`config.mk`:
```
export PLATFORM = sky130hd
export DESIGN_NAME = wts_wave_scheduler
export DESIGN_NICKNAME = d
export VERILOG_FILES = /design/src/rtl/wts_pkg.sv /design/src/rtl/wts_cpu_port.sv /design/src/rtl/wts_wave_scheduler.sv
export SDC_FILE = /design/constraint.sdc
export NUM_CORES = 1
export LEC_CHECK = 0
export CAP_MARGIN = 20
export CORE_MARGIN = 10
export CORE_UTILIZATION = 43
export DETAILED_ROUTE_END_ITERATION = 8
export PLACE_DENSITY = 0.81
export SYNTH_ARGS = -nofsm -noshare
export SYNTH_HDL_FRONTEND = slang
export SYNTH_SLANG_ARGS = --single-unit
```
`constraint.sdc`:
```
create_clock -name clk -period 2.9 [get_ports clk]
set_input_delay 0.58 -clock clk [delete_from_list [all_inputs] [get_ports clk]]
set_output_delay 0.58 -clock clk [all_outputs]
set_load 0.005 [all_outputs]
```
`src/rtl/wts_pkg.sv`:
```
// Shared widths and FSM state type for the wave-RAM scheduler.
// Related build option: WTS_CPU_READBACK_EN (CPU read data returned from RAM).
package wts_pkg;
    localparam int unsigned WTS_RAM_AW  = 10;
    localparam int unsigned WTS_DATA_W  = 8;
    localparam int unsigned WTS_WADDR_W = 7;
    localparam int unsigned WTS_MAX_CH  = 8;

    typedef enum logic [1:0] {IDLE, RD, CPU, FIN} wts_state_e;
endpackage

```
`src/rtl/wts_cpu_port.sv`:
```
// One-entry CPU request holding register and ack/readback logic.
// WTS_CPU_READBACK_EN: reads access RAM and return data; otherwise reads are acked with zero data.
module wts_cpu_port
    import wts_pkg::*;
(
    input  logic                  clk_i,
    input  logic                  rst_i,
    input  logic                  req_i,
    input  logic                  we_i,
    input  logic [WTS_RAM_AW-1:0] addr_i,
    input  logic [WTS_DATA_W-1:0] wdata_i,
    input  logic                  cpu_slot_i,
    input  logic                  fin_slot_i,
    input  logic [WTS_DATA_W-1:0] ram_rdata_i,
    output logic                  ack_o,
    output logic [WTS_DATA_W-1:0] rdata_o,
    output logic [WTS_RAM_AW-1:0] ram_addr_o,
    output logic                  ram_we_o,
    output logic [WTS_DATA_W-1:0] ram_wdata_o
);
`ifdef WTS_CPU_READBACK_EN
    localparam bit READBACK = 1'b1;
`else
    localparam bit READBACK = 1'b0;
`endif

    logic                  pend_q, pend_d;
    logic                  we_q, we_d;
    logic                  svc_q, svc_d;
    logic                  ack_q, ack_d;
    logic [WTS_RAM_AW-1:0] addr_q, addr_d;
    logic [WTS_DATA_W-1:0] wdata_q, wdata_d;
    logic [WTS_DATA_W-1:0] rdata_q, rdata_d;
    logic                  drive;

    // svc_q marks that the pending entry owned the CPU slot, so a request
    // latched during the CPU slot itself is not acked until the next frame.
    always_comb begin
        pend_d  = pend_q;
        we_d    = we_q;
        addr_d  = addr_q;
        wdata_d = wdata_q;
        rdata_d = rdata_q;
        svc_d   = cpu_slot_i & pend_q;
        ack_d   = fin_slot_i & svc_q;
        if (fin_slot_i && svc_q) begin
            pend_d = 1'b0;
            if (READBACK && !we_q) rdata_d = ram_rdata_i;
        end else if (req_i && !pend_q && !ack_q) begin
            pend_d  = 1'b1;
            we_d    = we_i;
            addr_d  = addr_i;
            wdata_d = wdata_i;
        end
    end

    always_ff @(posedge clk_i or posedge rst_i) begin
        if (rst_i) begin
            pend_q  <= 1'b0;
            we_q    <= 1'b0;
            svc_q   <= 1'b0;
            ack_q   <= 1'b0;
            addr_q  <= '0;
            wdata_q <= '0;
            rdata_q <= '0;
        end else begin
            pend_q  <= pend_d;
            we_q    <= we_d;
            svc_q   <= svc_d;
            ack_q   <= ack_d;
            addr_q  <= addr_d;
            wdata_q <= wdata_d;
            rdata_q <= rdata_d;
        end
    end

    assign drive       = cpu_slot_i & pend_q & (we_q | READBACK);
    assign ram_addr_o  = drive ? addr_q : '0;
    assign ram_we_o    = drive & we_q;
    assign ram_wdata_o = drive ? wdata_q : '0;
    assign ack_o       = ack_q;
    assign rdata_o     = rdata_q;
endmodule

```
`src/rtl/wts_wave_scheduler.sv`:
```
// Time-multiplexes one single-port wave RAM between NCH tone channels and a CPU port.
// Build option WTS_CPU_READBACK_EN (see wts_cpu_port) enables CPU read data.
module wts_wave_scheduler
    import wts_pkg::*;
#(
    parameter int unsigned NCH = 5
) (
    input  logic                       clk,
    input  logic                       reset,
    input  logic                       active,
    input  logic [WTS_WADDR_W*NCH-1:0] wave_address,
    input  logic [NCH-1:0]             ch_enable,
    input  logic                       cpu_req,
    input  logic                       cpu_we,
    input  logic [WTS_RAM_AW-1:0]      cpu_addr,
    input  logic [WTS_DATA_W-1:0]      cpu_wdata,
    output logic                       cpu_ack,
    output logic [WTS_DATA_W-1:0]      cpu_rdata,
    output logic [WTS_RAM_AW-1:0]      ram_addr,
    output logic                       ram_we,
    output logic [WTS_DATA_W-1:0]      ram_wdata,
    input  logic [WTS_DATA_W-1:0]      ram_rdata,
    output logic [WTS_DATA_W*NCH-1:0]  sample,
    output logic                       samples_valid,
    output logic                       overrun,
    input  logic                       overrun_clr
);
    localparam logic [2:0] LAST = 3'(NCH - 1);

    wts_state_e            state_q, state_d;
    logic [2:0]            idx_q, idx_d;
    logic                  cap_q, cap_en_q;
    logic [2:0]            cap_idx_q;
    logic                  ovr_q, ovr_d;
    logic [WTS_DATA_W-1:0] samp_q [NCH];
    logic [WTS_DATA_W-1:0] samp_d [NCH];
    logic [WTS_WADDR_W-1:0] wa [WTS_MAX_CH];
    logic [WTS_MAX_CH-1:0]  en_pad;
    logic [WTS_RAM_AW-1:0]  cp_addr;
    logic                   cp_we;
    logic [WTS_DATA_W-1:0]  cp_wdata;

    // Pad channel views to 8 entries so the 3-bit idx always indexes in range.
    for (genvar g = 0; g < WTS_MAX_CH; g++) begin : g_ch
        if (g < NCH) begin : g_used
            assign wa[g]     = wave_address[WTS_WADDR_W*g +: WTS_WADDR_W];
            assign en_pad[g] = ch_enable[g];
        end else begin : g_pad
            assign wa[g]     = '0;
            assign en_pad[g] = 1'b0;
        end
    end

    for (genvar g = 0; g < NCH; g++) begin : g_out
        assign sample[WTS_DATA_W*g +: WTS_DATA_W] = samp_q[g];
    end

    always_comb begin
        state_d = state_q;
        idx_d   = idx_q;
        case (state_q)
            IDLE: if (active) begin
                state_d = RD;
                idx_d   = '0;
            end
            RD: if (idx_q == LAST) begin
                state_d = CPU;
                idx_d   = '0;
            end else begin
                idx_d = idx_q + 3'd1;
            end
            CPU:     state_d = FIN;
            FIN:     state_d = IDLE;
            default: state_d = IDLE;
        endcase
    end

    always_comb begin
        ram_addr  = '0;
        ram_we    = 1'b0;
        ram_wdata = '0;
        if (state_q == RD) begin
            ram_addr = {idx_q, wa[idx_q]};
        end else if (state_q == CPU) begin
            ram_addr  = cp_addr;
            ram_we    = cp_we;
            ram_wdata = cp_wdata;
        end
    end

    // RAM data for slot idx arrives one cycle after its address slot.
    always_comb begin
        for (int unsigned i = 0; i < NCH; i++) begin
            samp_d[i] = samp_q[i];
            if (cap_q && cap_idx_q == 3'(i)) samp_d[i] = cap_en_q ? ram_rdata : '0;
        end
    end

    assign ovr_d = (ovr_q & ~overrun_clr) | (active & (state_q != IDLE));

    always_ff @(posedge clk or posedge reset) begin
        if (reset) begin
            state_q   <= IDLE;
            idx_q     <= '0;
            cap_q     <= 1'b0;
            cap_idx_q <= '0;
            cap_en_q  <= 1'b0;
            ovr_q     <= 1'b0;
            for (int unsigned i = 0; i < NCH; i++) samp_q[i] <= '0;
        end else begin
            state_q   <= state_d;
            idx_q     <= idx_d;
            cap_q     <= (state_q == RD);
            cap_idx_q <= idx_q;
            cap_en_q  <= en_pad[idx_q];
            ovr_q     <= ovr_d;
            samp_q    <= samp_d;
        end
    end

    wts_cpu_port u_cpu_port (
        .clk_i       (clk),
        .rst_i       (reset),
        .req_i       (cpu_req),
        .we_i        (cpu_we),
        .addr_i      (cpu_addr),
        .wdata_i     (cpu_wdata),
        .cpu_slot_i  (state_q == CPU),
        .fin_slot_i  (state_q == FIN),
        .ram_rdata_i (ram_rdata),
        .ack_o       (cpu_ack),
        .rdata_o     (cpu_rdata),
        .ram_addr_o  (cp_addr),
        .ram_we_o    (cp_we),
        .ram_wdata_o (cp_wdata)
    );

    assign samples_valid = (state_q == FIN);
    assign overrun       = ovr_q;
endmodule
```
# Word-level counts from Yosys, hierarchy flattened
# Cells that the tools add are included.
# W data, S select, Z words.
[classes]
addsub = 1
n_mul = 0
div = 0
magnitude_cmp = 2
n_eq_ne = 10
shifts = 0
mux = 22
n_bitwise = 10
reduce_logical = 18
[ops]
columns = ["operator", "count"]
rows = [
  ["$mux W8", 4],
  ["$mux W10", 3],
  ["$bmux W7 S3", 1],
  ["$mux W7", 2],
  ["$logic_and A1 B1 Y1", 8],
  ["$pmux W2 S4", 1],
  ["$and A1 B1 Y1", 6],
  ["$eq A3 B2 Y1 const B", 2],
  ["$eq A3 B3 Y1 const B", 2],
  ["$mux W3", 2],
  ["$pmux W3 S2", 1],
  ["$reduce_and A2 Y1", 3],
  ["$reduce_bool A2 Y1", 3],
  ["$mux W1", 5],
  ["$eq A2 B2 Y1 const B", 2],
  ["$ge A4 B4 Y1 const B", 1],
  ["$lt A3 B4 Y1 const B", 1],
  ["$mux W2", 2],
  ["$ne A2 B2 Y1 const B", 2],
  ["$not A3 Y4", 1],
  ["$add A3 B1 Y3 const B", 1],
  ["$bmux W1 S3", 1],
  ["$eq A3 B1 Y1 const B", 1],
  ["$logic_not A3 Y1", 1],
  ["other kinds (5)", 7],
]
[totals]
regBits = 73
latch_bits = 0
mem_bits_rw = 0
mem_bits_ro = 0
input_bits = 72
out_inout_bits = 70
elab_cells = 80
mem_count = 0

# Longest topological paths before layout
[depth]
ltp_word = 6
mapped_depth = 7
mapped_depth_nobuf = 5

# Modules after synthesis
# Synthesis repeated with hierarchy kept, for this count alone.
[hier_totals]
hier_cells = 321
hier_area_um2 = 3499.6
[modules_own_cells]
columns = ["mod", "n_inst", "cells_per_inst", "area_each_um2"]
rows = [
  ["wts_wave_scheduler", 1, 241, 2431.1],
  ["wts_cpu_port", 1, 80, 1068.5],
]

# Worst setup path after synthesis
# No wires, ideal clock.
[synth_path]
path_type = "register -> output"
start = "register state_q[1]"
end = "output port ram_addr[8]"
arrival_time_ns = 1.688
t_required_ns = 2.320
path_slack_ns = 0.632
path_stages_with_launch = 8
path_cell_list = "dfrtp_1 -> inv_1 -> ha_1 -> clkbuf_1 -> and3b_1 -> clkbuf_1 -> clkbuf_1 -> a22o_1"
[synth_between]
elab_chain_cells = 6
word_cells_on_any_way = 7
cone_classes = "eq/ne: 2; mux: 3; bitwise: 2"
[synth_lines]
columns = ["element", "line", "rtl"]
rows = [
  ["start, declared", "wts_wave_scheduler.sv:30", "wts_state_e state_q, state_d;"],
  ["start signal, assigned", "wts_wave_scheduler.sv:111", "state_q <= state_d;"],
  ["$eq A2 B2 Y1", "wts_wave_scheduler.sv:84, wts_wave_scheduler.sv:128", ""],
  ["$and A1 B1 Y1 (2 in a row)", "wts_cpu_port.sv:77", "assign drive = cpu_slot_i & pend_q & (we_q | READBACK);"],
  ["$mux W10", "wts_cpu_port.sv:78", "assign ram_addr_o = drive ? addr_q : '0;"],
  ["$mux W10", "wts_wave_scheduler.sv:84", "end else if (state_q == CPU) begin"],
  ["$mux W10 (*)", "wts_wave_scheduler.sv:82", "if (state_q == RD) begin"],
  ["end, declared", "wts_wave_scheduler.sv:19", "output logic [WTS_RAM_AW-1:0] ram_addr,"],
]
# Every way passes the cells marked *; elsewhere a longest branch is shown, timed or not.

# Worst setup path after layout
[layout_path]
start = "register state_q[0]"
end = "output port ram_addr[7]"
[layout_between]
elab_chain_cells = 6
word_cells_on_any_way = 7
cone_classes = "eq/ne: 2; mux: 3; bitwise: 2"
[layout_lines]
columns = ["element", "line", "rtl"]
rows = [
  ["$eq A2 B2 Y1", "wts_wave_scheduler.sv:128", ".cpu_slot_i (state_q == CPU),"],
  ["$and A1 B1 Y1", "-", ""],
  ["via u_cpu_port.svc_d", "wts_cpu_port.sv:29", "logic svc_q, svc_d;"],
  ["$and A1 B1 Y1", "wts_cpu_port.sv:77", ""],
  ["$mux W10", "wts_cpu_port.sv:78", ""],
  ["$mux W10", "wts_wave_scheduler.sv:84", ""],
  ["$mux W10", "wts_wave_scheduler.sv:82", ""],
]
# The timed path passes the listed nets, and every way through them passes these cells.

==> flow_summary.yaml <==
grt:
  grt_first_pass_wirelength_um: 15010
  overflow: 0
  antenna_found_initial: 0
  grt_max_degree: 37
  track_usage_pct: 16.22
  grt_pass1_vias: 2922
drt:
  remaining_drc_errors: 0
  wl_met3_um: 1316
  drtAntennaViolNets: 0
  dr.pass1.iters: 4
  num_vias: 2691
  wl_met2_um: 4520
  met1_length_um: 3595
  wl_per_cell_um: 17.76
  routed_wl_um: 9572
  via_per_inst: 4.993
  drt_iter0_drc: 77
  routed.top_layer: "met4"
pwr:
  power_frac_comb_pct: 44.7
  p_clk_share_pct: 18.1
  totalPowerFinal_uw: 4858
  powerDensity_nw_per_um2: 970.6
  seqPwrFrac_pct: 37.1
  leakage_uw: 0.002319
  irDropWorstVdd_mv: 0.3769
  p_sw_uw: 1580
  switching_share_pct: 32.53
  p_int_uw: 3277
timing:
  worst_slew_pin_slew_ns: 0.6418
  finalCritPeriodShare_pct: 96.68
  period_needed_ns: 2.804
  finalMaxSlewViolations: 0
  hold_viol: 0
  fmax_mhz: 356.7
  max_slew_margin_pct: 56.97
  setup_violations: 0
  fin_skew_ns: 0.01351
synthesis:
  ys_types: 37
  postSynthCellCount: 297
  yosysSeqAreaShare_pct: 54.80
  syn_avg_cell_area_um2: 11.22
  netlist_area_um2: 3333
  ys_warn_count: 0
  synth-seq-cells: 73
finish:
  layout_common_cells: "124 x clkdlybuf4s50_1, 73 x dfrtp_1, 49 x nand2_1"
  area_delta_synth_final_pct: 50.15
  drive_above_1_share_pct: 12.36
  n_antenna_cell: 0
  layout_commonest_cell: "clkdlybuf4s50_1"
  finalNetCount: 510
  fin_util_pct: 65.45
die:
  core_area_um2: 7647
  ios: 142
  fp.dieArea_um2: 11670
  initial_core_util_pct: 43.59
  std_cell_rows: 32
  die_h_um: 108.0
  die_w_um: 108.0
cts:
  cts_tree: "yes"
  clk_pin_slew_worst_paths_ns: 0.08
  h-tree-depth: 3
  cts_buffer_depth: 2
  clock-root-buffer: "clkbuf_8"
  holdBufCountCts: 0
  cts_buffers: 9
  worstSkewPairLatency_ns: 0.35
  clock_sink_count: 73
setup_path:
  cp.arrival_ns: 2.22
  reg2regPathDepth: 6
  timing.reg2reg.setup_slack_ns: 0.71
  r2r-start: "state_q[0]$_DFFE_PP0P_"
  criticalPathCategory: "reg2out"
  cp_max_fo: 19
  worstPathRequired_ns: 2.32
  crit_path_start_kind: "flop"
  endpoint_kind: "output port"
  r2r_end: "u_cpu_port.we_q$_DFFE_PP0P_"
outcome:
  status: "completed"
placed_design:
  hpwl_um: 7500
  gp_congestion: 0.8008
  port_buffers: 133
run:
  cap_violations: 0
min_path:
  hp-class: "in2async"
[metal layers]
layer | track usage (%) | up-vias
met4 | 5.344 | 0
met3 | 9.459 | 11
met1 | 16.94 | 1264
li1 | - | 1280
met5 | 0 | -
met2 | 26.85 | 136
[state kept, by name, summed over array words and instances (netlist names), 2 cells and up]
signal,cells
sample,40
cap_idx_q,3
u_cpu_port.addr_q,10
idx_q,3
state_q,2
u_cpu_port.wdata_q,8
[critical path, cell delays in order (launching register included)]
cell and delay [ns]:
dfrtp_1 0.40, inv_1 0.09, ha_1 0.17, and2_1 0.17, and3b_1 0.19, buf_6 0.19
a22o_1 0.15, clkdlybuf4s50_1 0.53
[worst max path at each step]
| stage | slack, ns | from | endpoint |
|---|---|---|---|
| global route | -0.01 | state_q[0]$_DFFE_PP0P_ | ram_addr[7] |
| floorplan | 0.47 | reset | cap_en_q$_DFF_PP0_ |
| CTS | 0.02 | state_q[0]$_DFFE_PP0P_ | ram_addr[5] |
| detailed placement | 0.16 | state_q[1]$_DFFE_PP0P_ | ram_addr[4] |
| finish | 0.1 | state_q[0]$_DFFE_PP0P_ | ram_addr[7] |
| global placement | 0.23 | state_q[1]$_DFFE_PP0P_ | ram_addr[4] |
[logic make-up (layout without fill, tap and decap cells)]
logic type                 after synthesis  in the layout  synth area share [%]
AOI/OAI and AO/OA                       68             68                 12.73
other                                    1              8                0.1125
DFF                                     73             73                 54.80
and+or+nand+nor                         77             77                 11.67
muxes                                   36             36                 12.69
adders and majority gates                6              6                 2.252
buffers and inverters                   36            169                 5.743
[repair_timing]
action,in CTS,in global routing
resized for setup,8,7
endpoints found under the setup margin,7,8
setup buffers,3,1
[power by group through the flow]
stage	Sequential, uW	Clock, uW	Combinational, uW
final	1800	881	2170
after global routing	1860	949	2390
after CTS	1800	890	2200
after detailed placement	1810	0	2140
after global placement	1790	0	2060
after floorplan	1760	0	1030
[cell usage after synthesis, drive strengths merged]
library cell | number | area share [%]
dfrtp | 73 | 55
nand2 | 49 | 5.5
o21ai | 41 | 6.2
mux2 | 20 | 7.9
clkbuf | 16 | 1.8
mux2i | 16 | 4.8
buf | 12 | 3.0
and2 | 10 | 2.0
inv | 8 | 0.90
o22ai | 8 | 1.5
a221o | 7 | 2.1
ha | 6 | 2.3
a22o | 5 | 1.3
nor2 | 4 | 0.45
nand4bb | 3 | 1.0
nand3b | 2 | 0.45
o2bb2ai | 2 | 0.53
or4b | 2 | 0.71
a21boi | 1 | 0.23
a21o | 1 | 0.23
a21oi | 1 | 0.15
and3b | 1 | 0.26
and4 | 1 | 0.26
conb | 1 | 0.11
nand2b | 1 | 0.19
nand4b | 1 | 0.26
nor2b | 1 | 0.19
nor3 | 1 | 0.15
o21bai | 1 | 0.23
o32a | 1 | 0.30
or3b | 1 | 0.26
[area by class of cell]
cell class                      count  area, um^2
Fill cell                         611        2643
Sequential cell                    73        1827
Timing Repair Buffer              145        1440
Multi-Input combinational cell    195        1363
Clock buffer                       10       127.6
Tap cell                          102       127.6
Clock inverter                      6       90.09
Inverter                            8       30.03
[stage by stage]
stage | cell area [um^2] | setup TNS, ns | instances | hold slack [ns] | setup slack [ns]
4_1_cts | 4980 | 0 | 538 | 0.4399 | 0.01581
6_report | 5005 | 0 | 539 | 0.4347 | 0.09620
2_1_floorplan | 3359 | 0 | 304 | 0.3649 | 0.4667
5_1_grt | 5005 | -0.01148 | 539 | 0.4500 | -0.01148
3_3_place_gp | 4717 | 0 | 519 | 0.4602 | 0.2268
3_5_place_dp | 4717 | 0 | 519 | 0.4703 | 0.1609
Note: power is estimated with default switching activity, not from simulation.
